$ cat config.mk
export PLATFORM = sky130hd
export DESIGN_NAME = scroll_ctrl
export DESIGN_NICKNAME = d
export VERILOG_FILES = /design/src/rtl/scroll_ctrl.sv
export SDC_FILE = /design/constraint.sdc
export NUM_CORES = 1
export LEC_CHECK = 0
export BUFFER_PORTS_ARGS = -buffer_cell sky130_fd_sc_hd__buf_4
export CAP_MARGIN = 10
export CORE_MARGIN = 3
export CORE_UTILIZATION = 61
export DETAILED_ROUTE_END_ITERATION = 8
export PLACE_DENSITY = 0.81
export SLEW_MARGIN = 20
export SYNTH_ARGS = -nofsm -noshare
export SYNTH_HDL_FRONTEND = slang
export SYNTH_SLANG_ARGS = --single-unit
$ cat constraint.sdc
create_clock -name clk -period 2.22 [get_ports clk]
set_clock_uncertainty 0.05 [all_clocks]
set_input_delay 0.333 -clock clk [delete_from_list [all_inputs] [get_ports clk]]
set_output_delay 0.333 -clock clk [all_outputs]
set_load 0.005 [all_outputs]
$ cat src/rtl/scroll_ctrl.sv
// Rotation-offset controller for a scrolling message: timed auto-advance or
// debounced manual stepping. Define SCROLL_REVERSE_EN to honour dir (reverse).
module scroll_ctrl #(
  parameter int TICK_CYCLES     = 50_000_000,
  parameter int DEBOUNCE_CYCLES = 1_000_000,
  parameter int MSG_LEN         = 6
) (
  input  logic       clk,
  input  logic       reset,
  input  logic       run,
  input  logic       step_n,
  input  logic       dir,
  output logic [2:0] pos,
  output logic       tick,
  output logic       wrap
);

  localparam int PW = (TICK_CYCLES > 1) ? $clog2(TICK_CYCLES) : 1;
  localparam int DW = (DEBOUNCE_CYCLES > 1) ? $clog2(DEBOUNCE_CYCLES) : 1;
  localparam logic [PW-1:0] PRE_LAST = PW'(TICK_CYCLES - 1);
  localparam logic [DW-1:0] DEB_LAST = DW'(DEBOUNCE_CYCLES - 1);
  localparam logic [2:0]    POS_LAST = 3'(MSG_LEN - 1);

  logic [PW-1:0] presc;
  logic [DW-1:0] deb_cnt;
  logic          sync1, sync2, stable;
  logic          auto_adv, press_req, adv, go_rev;
  logic [2:0]    nxt_pos;
  logic          nxt_wrap;

`ifdef SCROLL_REVERSE_EN
  assign go_rev = dir;
`else
  logic unused_dir;
  assign unused_dir = dir;
  assign go_rev     = 1'b0;
`endif

  assign auto_adv = run && (presc == PRE_LAST);

  // A pause always discards the partial count so a resume waits a full period.
  // NOTE: every clocked block uses non-blocking assignments so all registers
  // sample pre-edge values regardless of block evaluation order.
  always_ff @(posedge clk or posedge reset) begin
    if (reset)                presc <= '0;
    else if (!run || auto_adv) presc <= '0;
    else                      presc <= presc + PW'(1);
  end

  always_ff @(posedge clk or posedge reset) begin
    if (reset) begin
      sync1 <= 1'b1;
      sync2 <= 1'b1;
    end else begin
      sync1 <= step_n;
      sync2 <= sync1;
    end
  end

  // Press is recognised on the very edge the debounced level falls.
  assign press_req = stable && !sync2 && (deb_cnt == DEB_LAST);

  always_ff @(posedge clk or posedge reset) begin
    if (reset) begin
      stable  <= 1'b1;
      deb_cnt <= '0;
    end else if (sync2 == stable) begin
      deb_cnt <= '0;
    end else if (deb_cnt == DEB_LAST) begin
      stable  <= sync2;
      deb_cnt <= '0;
    end else begin
      deb_cnt <= deb_cnt + DW'(1);
    end
  end

  assign adv = auto_adv || (press_req && !run);

  // NOTE: defaults first so no path through this block can infer a latch.
  always_comb begin
    nxt_pos  = pos;
    nxt_wrap = 1'b0;
    if (pos > POS_LAST) begin
      nxt_pos = 3'd0;
    end else if (go_rev) begin
      if (pos == 3'd0) begin
        nxt_pos  = POS_LAST;
        nxt_wrap = 1'b1;
      end else begin
        nxt_pos = pos - 3'd1;
      end
    end else if (pos == POS_LAST) begin
      nxt_pos  = 3'd0;
      nxt_wrap = 1'b1;
    end else begin
      nxt_pos = pos + 3'd1;
    end
  end

  always_ff @(posedge clk or posedge reset) begin
    if (reset) begin
      pos  <= 3'd0;
      tick <= 1'b0;
      wrap <= 1'b0;
    end else begin
      tick <= adv;
      wrap <= adv && nxt_wrap;
      if (adv) pos <= nxt_pos;
    end
  end

endmodule
## After elaboration in Yosys (flattened, before gate mapping)

Index checks and enable logic that the tools add are counted.

| word-level totals | value |
|---|---|
| output and inout port bits | 5 |
| register bits after elaboration | 54 |
| input bits | 5 |

| cells by class | value |
|---|---|
| eq/ne operators | 4 |
| mux-type cells | 7 |
| add/sub/neg operators | 3 |
| $lt $le $gt $ge | 1 |
| bitwise logic cells | 1 |
| reduce and logical (&&, ||, !) cells | 10 |

Operators by type and width:

| operator | count |
|---|---|
| $mux W20 | 2 |
| $add A26 B1 Y26 const B | 1 |
| $eq A26 B26 Y1 const B | 1 |
| $mux W26 | 1 |
| $add A20 B1 Y20 const B | 1 |
| $eq A20 B20 Y1 const B | 1 |
| $mux W3 | 2 |
| $logic_and A1 B1 Y1 | 5 |
| $add A3 B1 Y3 const B | 1 |
| $eq A3 B3 Y1 const B | 1 |
| $gt A3 B3 Y1 const B | 1 |
| $logic_not A1 Y1 | 2 |
| $logic_or A1 B1 Y1 | 2 |
| $mux W1 | 2 |
| $reduce_and A2 Y1 | 1 |
| $eq A1 B1 Y1 | 1 |
| $not A1 Y1 | 1 |

## Depth between registers and ports, before layout

Gate-level depths: netlist of run 1.

| depth | value |
|---|---|
| depth after elaboration | 6 |
| gate-level depth with buffers | 8 |
| depth with buffers taken out | 6 |

## Worst setup path after synthesis of run 1

OpenSTA, ideal clock, no wires.

| path | value |
|---|---|
| path kind | register to register |
| start | reg presc[0] |
| end | reg pos[0] |
| clock period less this slack | 1.856 ns |
| arrival time | 1.681 ns |
| setup slack | 0.364 ns |
| library setup time | 0.125 ns |
| stages on the path, launching flop included | 6 |
| cells stage by stage | dfrtp_1 ha_1 and4_1 nand4_2 o32ai_4 mux2_4 |

| between the ends | value |
|---|---|
| word-level cells in the longest chain between the ends | 3 |

RTL lines:

| element | RTL line | RTL |
|---|---|---|
| from (decl) | 24 | `logic [PW-1:0] presc;` |
| from (signal assigned) | 47 | `else presc <= presc + PW'(1);` |
| $eq A26 B26 Y1 | 39 | `assign auto_adv = run && (presc == PRE_LAST);` |
| $logic_and A1 B1 Y1 | 39 |  |
| $logic_or A1 B1 Y1 | 77 | `assign adv = auto_adv \|\| (press_req && !run);` |
| net adv | 27 | `logic auto_adv, press_req, adv, go_rev;` |
| to (signal assigned) | 108 | `if (adv) pos <= nxt_pos;` |
| to (decl) | 13 | `output logic [2:0] pos,` |

The timed path passes the listed nets, and every way through them passes these cells.
A chain may end at the register's enable or synchronous reset.

## Final worst setup path of run 1

Ends and elaborated chain as after synthesis.

==> metrics.csv, run 1 <==
stage,metric,value,unit
placement,port buffer count,8,
sta,Final Slew Violations,0,
sta,post-route minimum period,2.02,ns
global_route,vias in the first global route,1875,
clocking,hold buffers post-CTS,0,
clocking,worst-case clock buffer depth,2,
sta,count of final setup violators,0,
placement,GP Congestion,0.835,
die,num ports,10,
yosys,Ys Warns,0,
critical_path,CP Buf/Inv Count,0,
layout,"commonest non-fill, non-tap cells in the layout","dfrtp_1 (51), nor2_1 (50), xnor2_1 (24)",
critical_path,Crit path largest cell delay,0.45,ns
layout,final std cells w/o fill,335,
clocking,cts repair resizes,0,
yosys,Synth Register Bits,54,
critical_path,worst setup path category,flop to flop,
sta,relative slew slack,66.4,%
detailed_routing,WL/cell,13.5,um
sta,post-route setup TNS,0,ns
placement,hpwl dp,3200,um
layout,P&R area growth vs syn,9.49,%
global_route,initial antenna violation count,0,
sta,"Hold Violations, Final",1,
clocking,Post-CTS Setup Bufs,0,
yosys,post-synthesis cell count,269,
power,Pwr Density,582,nW/um2
clocking,"Clk pin slew, worst setup/hold paths",0.09,ns
yosys,most used flip-flop cell after synthesis,dfrtp_1,
yosys,Synth cell types,43,
yosys,dominant cell type by area after synthesis,dfrtp_1,
global_route,grt total ovfl,0,
die,die area,5240,um2
sta,Worst Hold Slack,-0.000755,ns
clocking,clock root buffer,clkbuf_8,
critical_path,CP top delay family,simple AND/OR/NAND/NOR gates,
min_path,worst hold path class,input port to asynchronous set/reset pin,
critical_path,Worst EP required,2.37,ns
detailed_routing,final wirelength,4510,um
clocking,clk sinks,54,
critical_path,Startpoint Class,flop,
layout,Final nets,292,
global_route,first-pass GRT wire length,8110,um
die,core region area,4120,um2
layout,"commonest non-fill, non-tap cell in the layout",dfrtp_1,
yosys,synth top area cells,"dfrtp_1 (47%), xnor2_1 (7.8%), nor2_1 (7.0%)",
die,Die Ht,72.4,um
clocking,TritonCTS buffer count,5,
placement,dpl cells,327,
detailed_routing,DRC,0,
power,Lkg Pwr,1.26,nW
power,maximum vdd drop,0.574,mV
yosys,syn avg cell area,10.0,um2
die,# rows,23,
sta,unrepaired setup endpoints after global routing,false,
outcome,status,finished with violations,
critical_path,critical path cell sequence,ha_1 > and4_1 > nand4_2 > o32ai_4 > mux2_4,
yosys,Yosys top cell area share,47.4,%
outcome,failing checks,negative hold slack,
die,Initial Util,65.4,%
critical_path,crit path capture,pos[0]$_DFFE_PP0P_,
yosys,asr flop ratio synth,100,%
clocking,Clock Latency Late Sink,0.30,ns
sta,Least-Margin Pin Slew,0.503,ns
sta,maximum operating frequency,495,MHz
global_route,Total Routing Usage GR,19.4,%
yosys,"EDFF count, synth",0,
detailed_routing,DRT antenna net count,0,
sta,Tcrit/Tclk final,90.9,%
detailed_routing,Vias,1902,
clocking,CTS tree,yes,
critical_path,worst r2r dst,pos[0]$_DFFE_PP0P_,
detailed_routing,1st-iter DRT viols,93,
die,die span in x,72.4,um
critical_path,CP max-delay cell,o32ai_4,
placement,DP Worst Slack,0.200,ns
yosys,mapped cell area,2690,um2
detailed_routing,Via-to-Cell Ratio,5.68,
layout,ant diodes,0,
critical_path,Crit Reg-Reg Startpoint,presc[0]$_DFF_PP0_,
critical_path,worst path arrival time,2.16,ns
critical_path,R2R Setup Slk,0.20,ns
critical_path,instance count on the critical path,5,
sta,setup ws final,0.201,ns
layout,fraction of final layout cells with drive strength greater than 1,13.0,%
global_route,largest net degree at the start of global routing,33,
critical_path,Worst Reg-to-Reg Cells,5,
yosys,sequential share of the synthesized area,50.4,%
yosys,Syn Nets,277,
clocking,CTS H-tree lvls,2,
critical_path,Worst Path Max Fanout,6,
detailed_routing,drt first pass iters,4,
critical_path,Setup crit start,presc[0]$_DFF_PP0_,
critical_path,Worst Setup End Kind,flop,
run,max cap viols,0,
worst reg2reg max path: stages, from the launching register on:
cell and delay (ns):
dfrtp_1 0.39, ha_1 0.24, and4_1 0.27, nand4_2 0.18
o32ai_4 0.45, mux2_4 0.33
per-stage QoR:
stage                     utilization [%]  cell area (um2)  total power, mW
after global routing                 71.6             2950             1.78
after detailed placement             68.9             2840             1.09
after floorplan                         -             2690             1.07
after CTS                            71.6             2950             1.74
final                                71.6             2950             1.71
after global placement               68.9             2840             1.09
where the power goes:
| group | internal [mW] | leakage, nW | switching [mW] |
|---|---|---|---|
| logic | 0.0212 | 0.474 | 0.0439 |
| registers | 0.995 | 0.734 | 0.0107 |
| clock network | 0.337 | 0.0514 | 0.306 |
layer usage:
layer  GRT usage (%)  up-vias  share of wire [%]
li1                -      944                  -
met1            24.6      918                 45
met2            33.0       31                 49
met3            4.43        9                3.4
met4            5.94        0                1.7
met5               0        -                  0
logic make-up (layout without fill, tap and decap cells):
family                   Yosys count  after routing  share of synthesized area, %
flip-flops                        54             54                          50.4
AO/OA/AOI/OAI                     13             13                          3.67
multiplexers                       2              2                         0.930
AND/OR/NAND/NOR                  144            144                          28.5
XOR/XNOR                          39             39                          12.7
buffers and inverters             14             30                          2.42
adder cells (fa/ha/maj)            3              3                          1.40
cell type report:
cell class,count,area (um2)
Sequential cell,54,1360
Multi-Input combinational cell,201,1270
Fill cell,298,1170
Timing Repair Buffer,14,118
Clock buffer,6,72.6
Tap cell,50,62.6
Clock inverter,2,37.5
Inverter,8,30.0
cells in the mapped netlist, drive strengths merged, types with 3 or more instances:
cell / instances
nand3: 17
nor3: 8
o21ai: 5
nand2: 23
dfrtp: 51
and2: 4
xnor2: 24
xor2: 15
nor4: 6
buf: 5
nand4: 9
nor2: 50
and4: 5
inv: 8
or3: 4
dfstp: 3
ha: 3
a21oi: 4
and3: 5
flip-flops by register name, summed over array words and instances, names as in the netlist:
signal and cells:
presc 26, tick 1, sync1 1, deb_cnt 20, stable 1, sync2 1, wrap 1, pos 3
worst min path at each step:
stage                     from            endpoint  slack [ns]  depth (start not counted)
2_1_floorplan           step_n     sync1$_DFF_PP1_        0.29                          0
3_3_place_gp   sync1$_DFF_PP1_     sync2$_DFF_PP1_        0.30                          0
3_5_place_dp   sync1$_DFF_PP1_     sync2$_DFF_PP1_        0.30                          0
4_1_cts                  reset  pos[1]$_DFFE_PP0P_       0.008                          2
5_1_grt                  reset  pos[1]$_DFFE_PP0P_        0.03                          2
6_report                 reset  pos[1]$_DFFE_PP0P_     -0.0008                          2
(Power assumes the default switching activity.)
==> run 2, diff against run 1 <==
--- a/config.mk
+++ b/config.mk
@@ -7,10 +7,9 @@
 export LEC_CHECK = 0
 export BUFFER_PORTS_ARGS = -buffer_cell sky130_fd_sc_hd__buf_4
 export CAP_MARGIN = 10
-export CORE_MARGIN = 3
-export CORE_UTILIZATION = 61
+export CORE_UTILIZATION = 65
 export DETAILED_ROUTE_END_ITERATION = 8
-export PLACE_DENSITY = 0.81
+export PLACE_DENSITY = 0.85
 export SLEW_MARGIN = 20
 export SYNTH_ARGS = -nofsm -noshare
 export SYNTH_HDL_FRONTEND = slang
==> constraint.sdc (replaced) <==
create_clock -name clk -period 2.47 [get_ports clk]
set_clock_uncertainty 0.05 [all_clocks]
set_input_delay 0.3705 -clock clk [delete_from_list [all_inputs] [get_ports clk]]
set_output_delay 0.3705 -clock clk [all_outputs]
set_load 0.005 [all_outputs]
==> run 2 against run 1 <==
  * The flow still finishes with violations (negative hold slack)
  * Die area is 16% lower
  * Total power fell by 9.1%
  * Highest routed layer unchanged
  * Largest power group unchanged
  * Final area is 0.55% lower
  * Sequential share of layout area rose by 0.26 points
  * Critical endpoint unchanged
  * Fmax shrank 0.66%
  * Non-clock buffer count decreased by 1
  * Global-route usage grew 5.9 points
  * Critical path type unchanged
==> metrics.csv, run 2 (synthesis results as in run 1) <==
stage,metric,value,unit
sta,relative slew slack,55.8,%
power,maximum vdd drop,0.523,mV
run,max cap viols,0,
critical_path,Worst Setup End Kind,flop,
detailed_routing,DRT antenna net count,0,
detailed_routing,DRC,0,
critical_path,Startpoint Class,flop,
clocking,CTS H-tree lvls,2,
global_route,Total Routing Usage GR,25.2,%
global_route,vias in the first global route,1836,
layout,Reg with most FFs,presc,
detailed_routing,final wirelength,4790,um
placement,GP Congestion,0.863,
sta,post-route minimum period,2.03,ns
clocking,Post-CTS Setup Bufs,0,
die,Die Ht,66.3,um
clocking,"Clk pin slew, worst setup/hold paths",0.10,ns
global_route,grt total ovfl,0,
placement,port buffer count,8,
layout,"commonest non-fill, non-tap cells in the layout","dfrtp_1 (51), nor2_1 (50), xnor2_1 (24)",
outcome,status,finished with violations,
detailed_routing,drt first pass iters,4,
layout,Top Registers,"presc (26), deb_cnt (20), pos (3)",
outcome,failing checks,negative hold slack,
global_route,first-pass GRT wire length,8110,um
die,Initial Util,67.3,%
sta,Tcrit/Tclk final,82.3,%
clocking,Clock Latency Late Sink,0.32,ns
clocking,clk sinks,54,
die,die span in x,66.3,um
clocking,worst-case clock buffer depth,2,
die,die area,4400,um2
power,Pwr Density,532,nW/um2
clocking,clock root buffer,clkbuf_8,
critical_path,worst path arrival time,2.20,ns
detailed_routing,Vias,1902,
detailed_routing,1st-iter DRT viols,125,
sta,Least-Margin Pin Slew,0.657,ns
global_route,largest net degree at the start of global routing,22,
sta,post-route setup TNS,0,ns
sta,unrepaired setup endpoints after global routing,false,
layout,fraction of final layout cells with drive strength greater than 1,13.0,%
layout,"Core Util, Final",73.2,%
layout,Final nets,291,
sta,count of final setup violators,0,
placement,hpwl dp,3300,um
critical_path,Worst Path Max Fanout,6,
layout,max FFs per register,26,
sta,Final Slew Violations,0,
layout,"commonest non-fill, non-tap cell in the layout",dfrtp_1,
die,core region area,4000,um2
die,# rows,23,
power,Lkg Pwr,1.25,nW
sta,Worst Hold Slack,-0.0195,ns
layout,ant diodes,0,
detailed_routing,Via-to-Cell Ratio,5.69,
die,num ports,10,
clocking,TritonCTS buffer count,5,
detailed_routing,WL/cell,14.4,um
critical_path,worst setup path category,flop to flop,
power,Pwr Total,1.56,mW
clocking,hold buffers post-CTS,0,
clocking,cts repair resizes,0,
min_path,worst hold path class,input port to asynchronous set/reset pin,
sta,"Hold Violations, Final",16,
layout,P&R area growth vs syn,8.88,%
global_route,initial antenna violation count,0,
critical_path,Worst EP required,2.64,ns
clocking,CTS tree,yes,
sta,maximum operating frequency,492,MHz
## run 2: worst max-delay path: stages, from the launching register on
cell     delay, ns
dfrtp_1       0.39
ha_1          0.25
and4_1        0.28
nand4_2       0.18
o32ai_4       0.45
mux2_4        0.33
## run 2: area by class of cell
cell class	instances	area [um2]
timing repair buffer	13	97.6
tap	50	62.6
inverter	8	30.0
fill	274	1070
sequential	54	1360
clock inverter	3	45.0
multi-input combinational	201	1270
clock buffer	5	68.8
## run 2: worst paths after layout
path | start | to | slack [ns] | cells after the start
setup / recovery | presc[0]$_DFF_PP0_ | pos[0]$_DFFE_PP0P_ | 0.44 | 5
hold / removal | reset | pos[1]$_DFFE_PP0P_ | -0.02 | 2
setup reg to reg | presc[0]$_DFF_PP0_ | pos[0]$_DFFE_PP0P_ | 0.44 | 5
hold reg to reg | sync1$_DFF_PP1_ | sync2$_DFF_PP1_ | 0.31 | 0
max in group asynchronous | reset | presc[14]$_DFF_PP0_ | 1.79 | 3
min in group clk | step_n | sync1$_DFF_PP1_ | 0.10 | 1
## run 2: where the power goes
group	total, mW	internal (mW)	switching [mW]
Sequential	0.904	0.894	0.00963
Clock	0.597	0.301	0.296
Combinational	0.0569	0.0178	0.0392
Total	1.56	1.21	0.345
## run 2: stage by stage
step / cells / area [um2] / hold slack, ns / setup slack [ns]
after global placement: 326 / 2820 / 0.296 / 0.475
after detailed placement: 326 / 2820 / 0.297 / 0.433
after floorplan: 269 / 2690 / 0.295 / 0.614
after global routing: 334 / 2930 / 0.0168 / 0.330
after CTS: 334 / 2930 / 0.000158 / 0.425
final: 334 / 2930 / -0.0195 / 0.438
## run 2: routing by layer
layer / global-route usage, % / vias to the layer above / part of all wire, %
met5: 0 / - / 0
met4: 7.98 / 0 / 1.6
met3: 7.24 / 7 / 3.8
met2: 42.6 / 30 / 50
met1: 31.0 / 924 / 45
li1: - / 941 / -
==> run 3, diff against run 2 <==
--- a/config.mk
+++ b/config.mk
@@ -5,11 +5,12 @@
 export SDC_FILE = /design/constraint.sdc
 export NUM_CORES = 1
 export LEC_CHECK = 0
+export ABC_AREA = 1
 export BUFFER_PORTS_ARGS = -buffer_cell sky130_fd_sc_hd__buf_4
 export CAP_MARGIN = 10
-export CORE_UTILIZATION = 65
+export CORE_UTILIZATION = 56
 export DETAILED_ROUTE_END_ITERATION = 8
-export PLACE_DENSITY = 0.85
+export PLACE_DENSITY = 0.78
 export SLEW_MARGIN = 20
 export SYNTH_ARGS = -nofsm -noshare
 export SYNTH_HDL_FRONTEND = slang
==> constraint.sdc (replaced) <==
create_clock -name clk -period 1.6 [get_ports clk]
set_clock_uncertainty 0.05 [all_clocks]
set_input_delay 0.24 -clock clk [delete_from_list [all_inputs] [get_ports clk]]
set_output_delay 0.24 -clock clk [all_outputs]
set_load 0.005 [all_outputs]
==> run 3 against run 2 <==
  * The flow now finishes without violations
  * Sequential share of layout area shrank 9.0 points
  * Critical endpoint is now wrap$_DFF_PP0_
  * Total power grew 70%
  * Hold slack gained 0.19 ns
  * Non-clock buffer count grew 24
  * Worst setup slack lost 0.40 ns
  * Sequential power grew 63%
  * Critical path type unchanged
  * Cell count grew 57%
  * First-iteration DRC count grew 110%
  * Final area grew 24%
  * Wire length grew 44%
  * Flip-flop and latch count is the same
  * Clock power grew 54%
==> metrics.csv, run 3 <==
stage,metric,value,unit
layout,Register Area,1360,um2
layout,Top Registers,"presc (26), deb_cnt (20), pos (3)",
global_route,grt total ovfl,0,
detailed_routing,WL/cell,13.1,um
detailed_routing,DRT antenna net count,0,
clocking,"Clk pin slew, worst setup/hold paths",0.10,ns
global_route,initial antenna violation count,0,
sta,relative slew slack,76.6,%
clocking,Clock Latency Late Sink,0.31,ns
yosys,syn avg cell area,7.29,um2
power,Pwr Total,2.64,mW
layout,"Core Util, Final",70.9,%
sta,unrepaired setup endpoints after global routing,true,
critical_path,Worst Setup End Kind,flop,
run,max cap viols,0,
sta,maximum operating frequency,640,MHz
layout,fraction of final layout cells with drive strength greater than 1,17.8,%
layout,Final nets,463,
outcome,status,completed,
detailed_routing,final wirelength,6910,um
die,die area,5700,um2
critical_path,Startpoint Class,flop,
power,maximum vdd drop,0.600,mV
critical_path,Worst Path Max Fanout,4,
critical_path,Worst EP required,1.80,ns
clocking,clk sinks,54,
detailed_routing,1st-iter DRT viols,261,
yosys,"EDFF count, synth",0,
yosys,most used flip-flop cell after synthesis,dfrtp_1,
yosys,complex-gate fraction of the synthesized area,3.23,%
clocking,CTS H-tree lvls,2,
yosys,mapped cell area,3020,um2
global_route,vias in the first global route,2371,
placement,GP Congestion,0.946,
yosys,Post-Synth Simple-Gate Area,38.7,%
yosys,XOR/XNOR share of the synthesized area,4.63,%
clocking,TritonCTS buffer count,5,
yosys,post-synthesis cell count,415,
layout,final std cells w/o fill,526,
die,die span in x,75.5,um
die,Die Ht,75.5,um
global_route,largest net degree at the start of global routing,42,
layout,P&R area growth vs syn,20.4,%
die,# rows,26,
detailed_routing,Via-to-Cell Ratio,5.29,
sta,Tcrit/Tclk final,97.6,%
layout,ant diodes,0,
yosys,most frequent cell after synthesis,nand2_1,
yosys,Synth cell types,29,
sta,"Hold Violations, Final",0,
yosys,commonest cells in the netlist,"nand2_1 (98), nor2_1 (94), dfrtp_1 (51)",
layout,Reg with most FFs,presc,
yosys,asr flop ratio synth,100,%
layout,"commonest non-fill, non-tap cells in the layout","nand2_1 (92), nor2_1 (86), dfrtp_1 (50)",
yosys,Syn Nets,423,
detailed_routing,DRC,0,
yosys,mux cell area share after synthesis,0,%
die,num ports,10,
yosys,Post-Synth Adder-Cell Area,1.24,%
layout,"commonest non-fill, non-tap cell in the layout",nand2_1,
yosys,dominant combinational cell family by area after synthesis,simple AND/OR/NAND/NOR gates,
yosys,Yosys top cell area share,42.2,%
die,core region area,5140,um2
yosys,Ys Warns,0,
detailed_routing,drt first pass iters,5,
placement,port buffer count,8,
global_route,Total Routing Usage GR,24.7,%
layout,Fillers,412,
sta,Least-Margin Pin Slew,0.348,ns
global_route,first-pass GRT wire length,10600,um
sta,count of final setup violators,0,
detailed_routing,Vias,2784,
clocking,CTS tree,yes,
yosys,Synth Register Bits,54,
min_path,worst hold path class,input port to flop,
power,Lkg Pwr,1.66,nW
yosys,sequential share of the synthesized area,44.8,%
yosys,synth top area cells,"dfrtp_1 (42%), nand2_1 (12%), nor2_1 (12%)",
die,Initial Util,58.8,%
clocking,worst-case clock buffer depth,2,
layout,max FFs per register,26,
power,Pwr Density,726,nW/um2
placement,hpwl dp,4760,um
critical_path,worst setup path category,flop to flop,
layout,multi-input logic area,1570,um2
sta,post-route minimum period,1.56,ns
yosys,dominant cell type by area after synthesis,dfrtp_1,
clocking,clock root buffer,clkbuf_8,
sta,Final Slew Violations,0,
critical_path,worst path arrival time,1.76,ns
placement,dpl cells,507,
sta,Worst Hold Slack,0.173,ns
[run 3: worst max-delay path, cell delays in order, from the launching register on]
cell and delay (ns):
dfrtp_1 0.42, nand2_1 0.15, nor2_4 0.16, nand3_1 0.13, nor2_4 0.15, nand2_2 0.07
nand2_4 0.11, buf_6 0.13, nand2_4 0.05, nor2_2 0.09
[run 3: where the power goes]
group	leakage [nW]	internal [mW]	switching (mW)
combinational	0.881	0.127	0.130
sequential	0.723	1.41	0.0558
clock	0.0524	0.469	0.449
[run 3: area by class of cell]
class	count	share of cell area (%)
Clock buffer	7	2.10
Clock inverter	1	0.824
Inverter	51	5.26
Multi-Input combinational cell	306	43.0
Sequential cell	54	37.2
Tap cell	70	2.40
Timing Repair Buffer	37	9.14
[run 3: cells by family (layout without fill, tap and decap cells)]
family | count (synthesis) | after routing
compound gates | 18 | 18
xor+xnor | 16 | 16
buf+inv | 55 | 96
fa+ha+maj | 3 | 3
flops | 54 | 54
simple gates | 269 | 269
[run 3: final timing paths]
kind | startpoint | endpoint | slack (ns) | cells after the start
max | presc[14]$_DFF_PP0_ | wrap$_DFF_PP0_ | 0.04 | 9
min | run | presc[6]$_DFF_PP0_ | 0.17 | 3
max reg2reg | presc[14]$_DFF_PP0_ | wrap$_DFF_PP0_ | 0.04 | 9
min reg2reg | sync1$_DFF_PP1_ | sync2$_DFF_PP1_ | 0.31 | 0
max in group asynchronous | reset | stable$_DFFE_PP1P_ | 0.52 | 4
min in group asynchronous | reset | presc[20]$_DFF_PP0_ | 0.38 | 3
[run 3: metal layers]
metal	track usage, %	vias up	part of all wire, %
met5	0	-	0
met4	8.23	0	1.7
met3	4.76	15	5.3
met2	37.8	90	47
met1	35.4	1294	46
li1	-	1385	-
[run 3: through the flow]
step | setup TNS [ns] | area, um2 | worst slack [ns]
2_1_floorplan | 0 | 3030 | 0.000385
3_3_place_gp | 0 | 3300 | 0.0369
3_5_place_dp | -0.107 | 3300 | -0.0440
4_1_cts | 0 | 3440 | 0.000261
5_1_grt | -0.278 | 3640 | -0.0500
6_report | 0 | 3640 | 0.0376
[run 3: timing repair]
item                                    CTS  global route
setup buffers                             0             8
endpoints found under the setup margin    7            47
hold buffers                              2             0
cloned                                    0             1
hold endpoints to repair                 14             0
resized for setup                         2            34
pin swaps                                 0            14
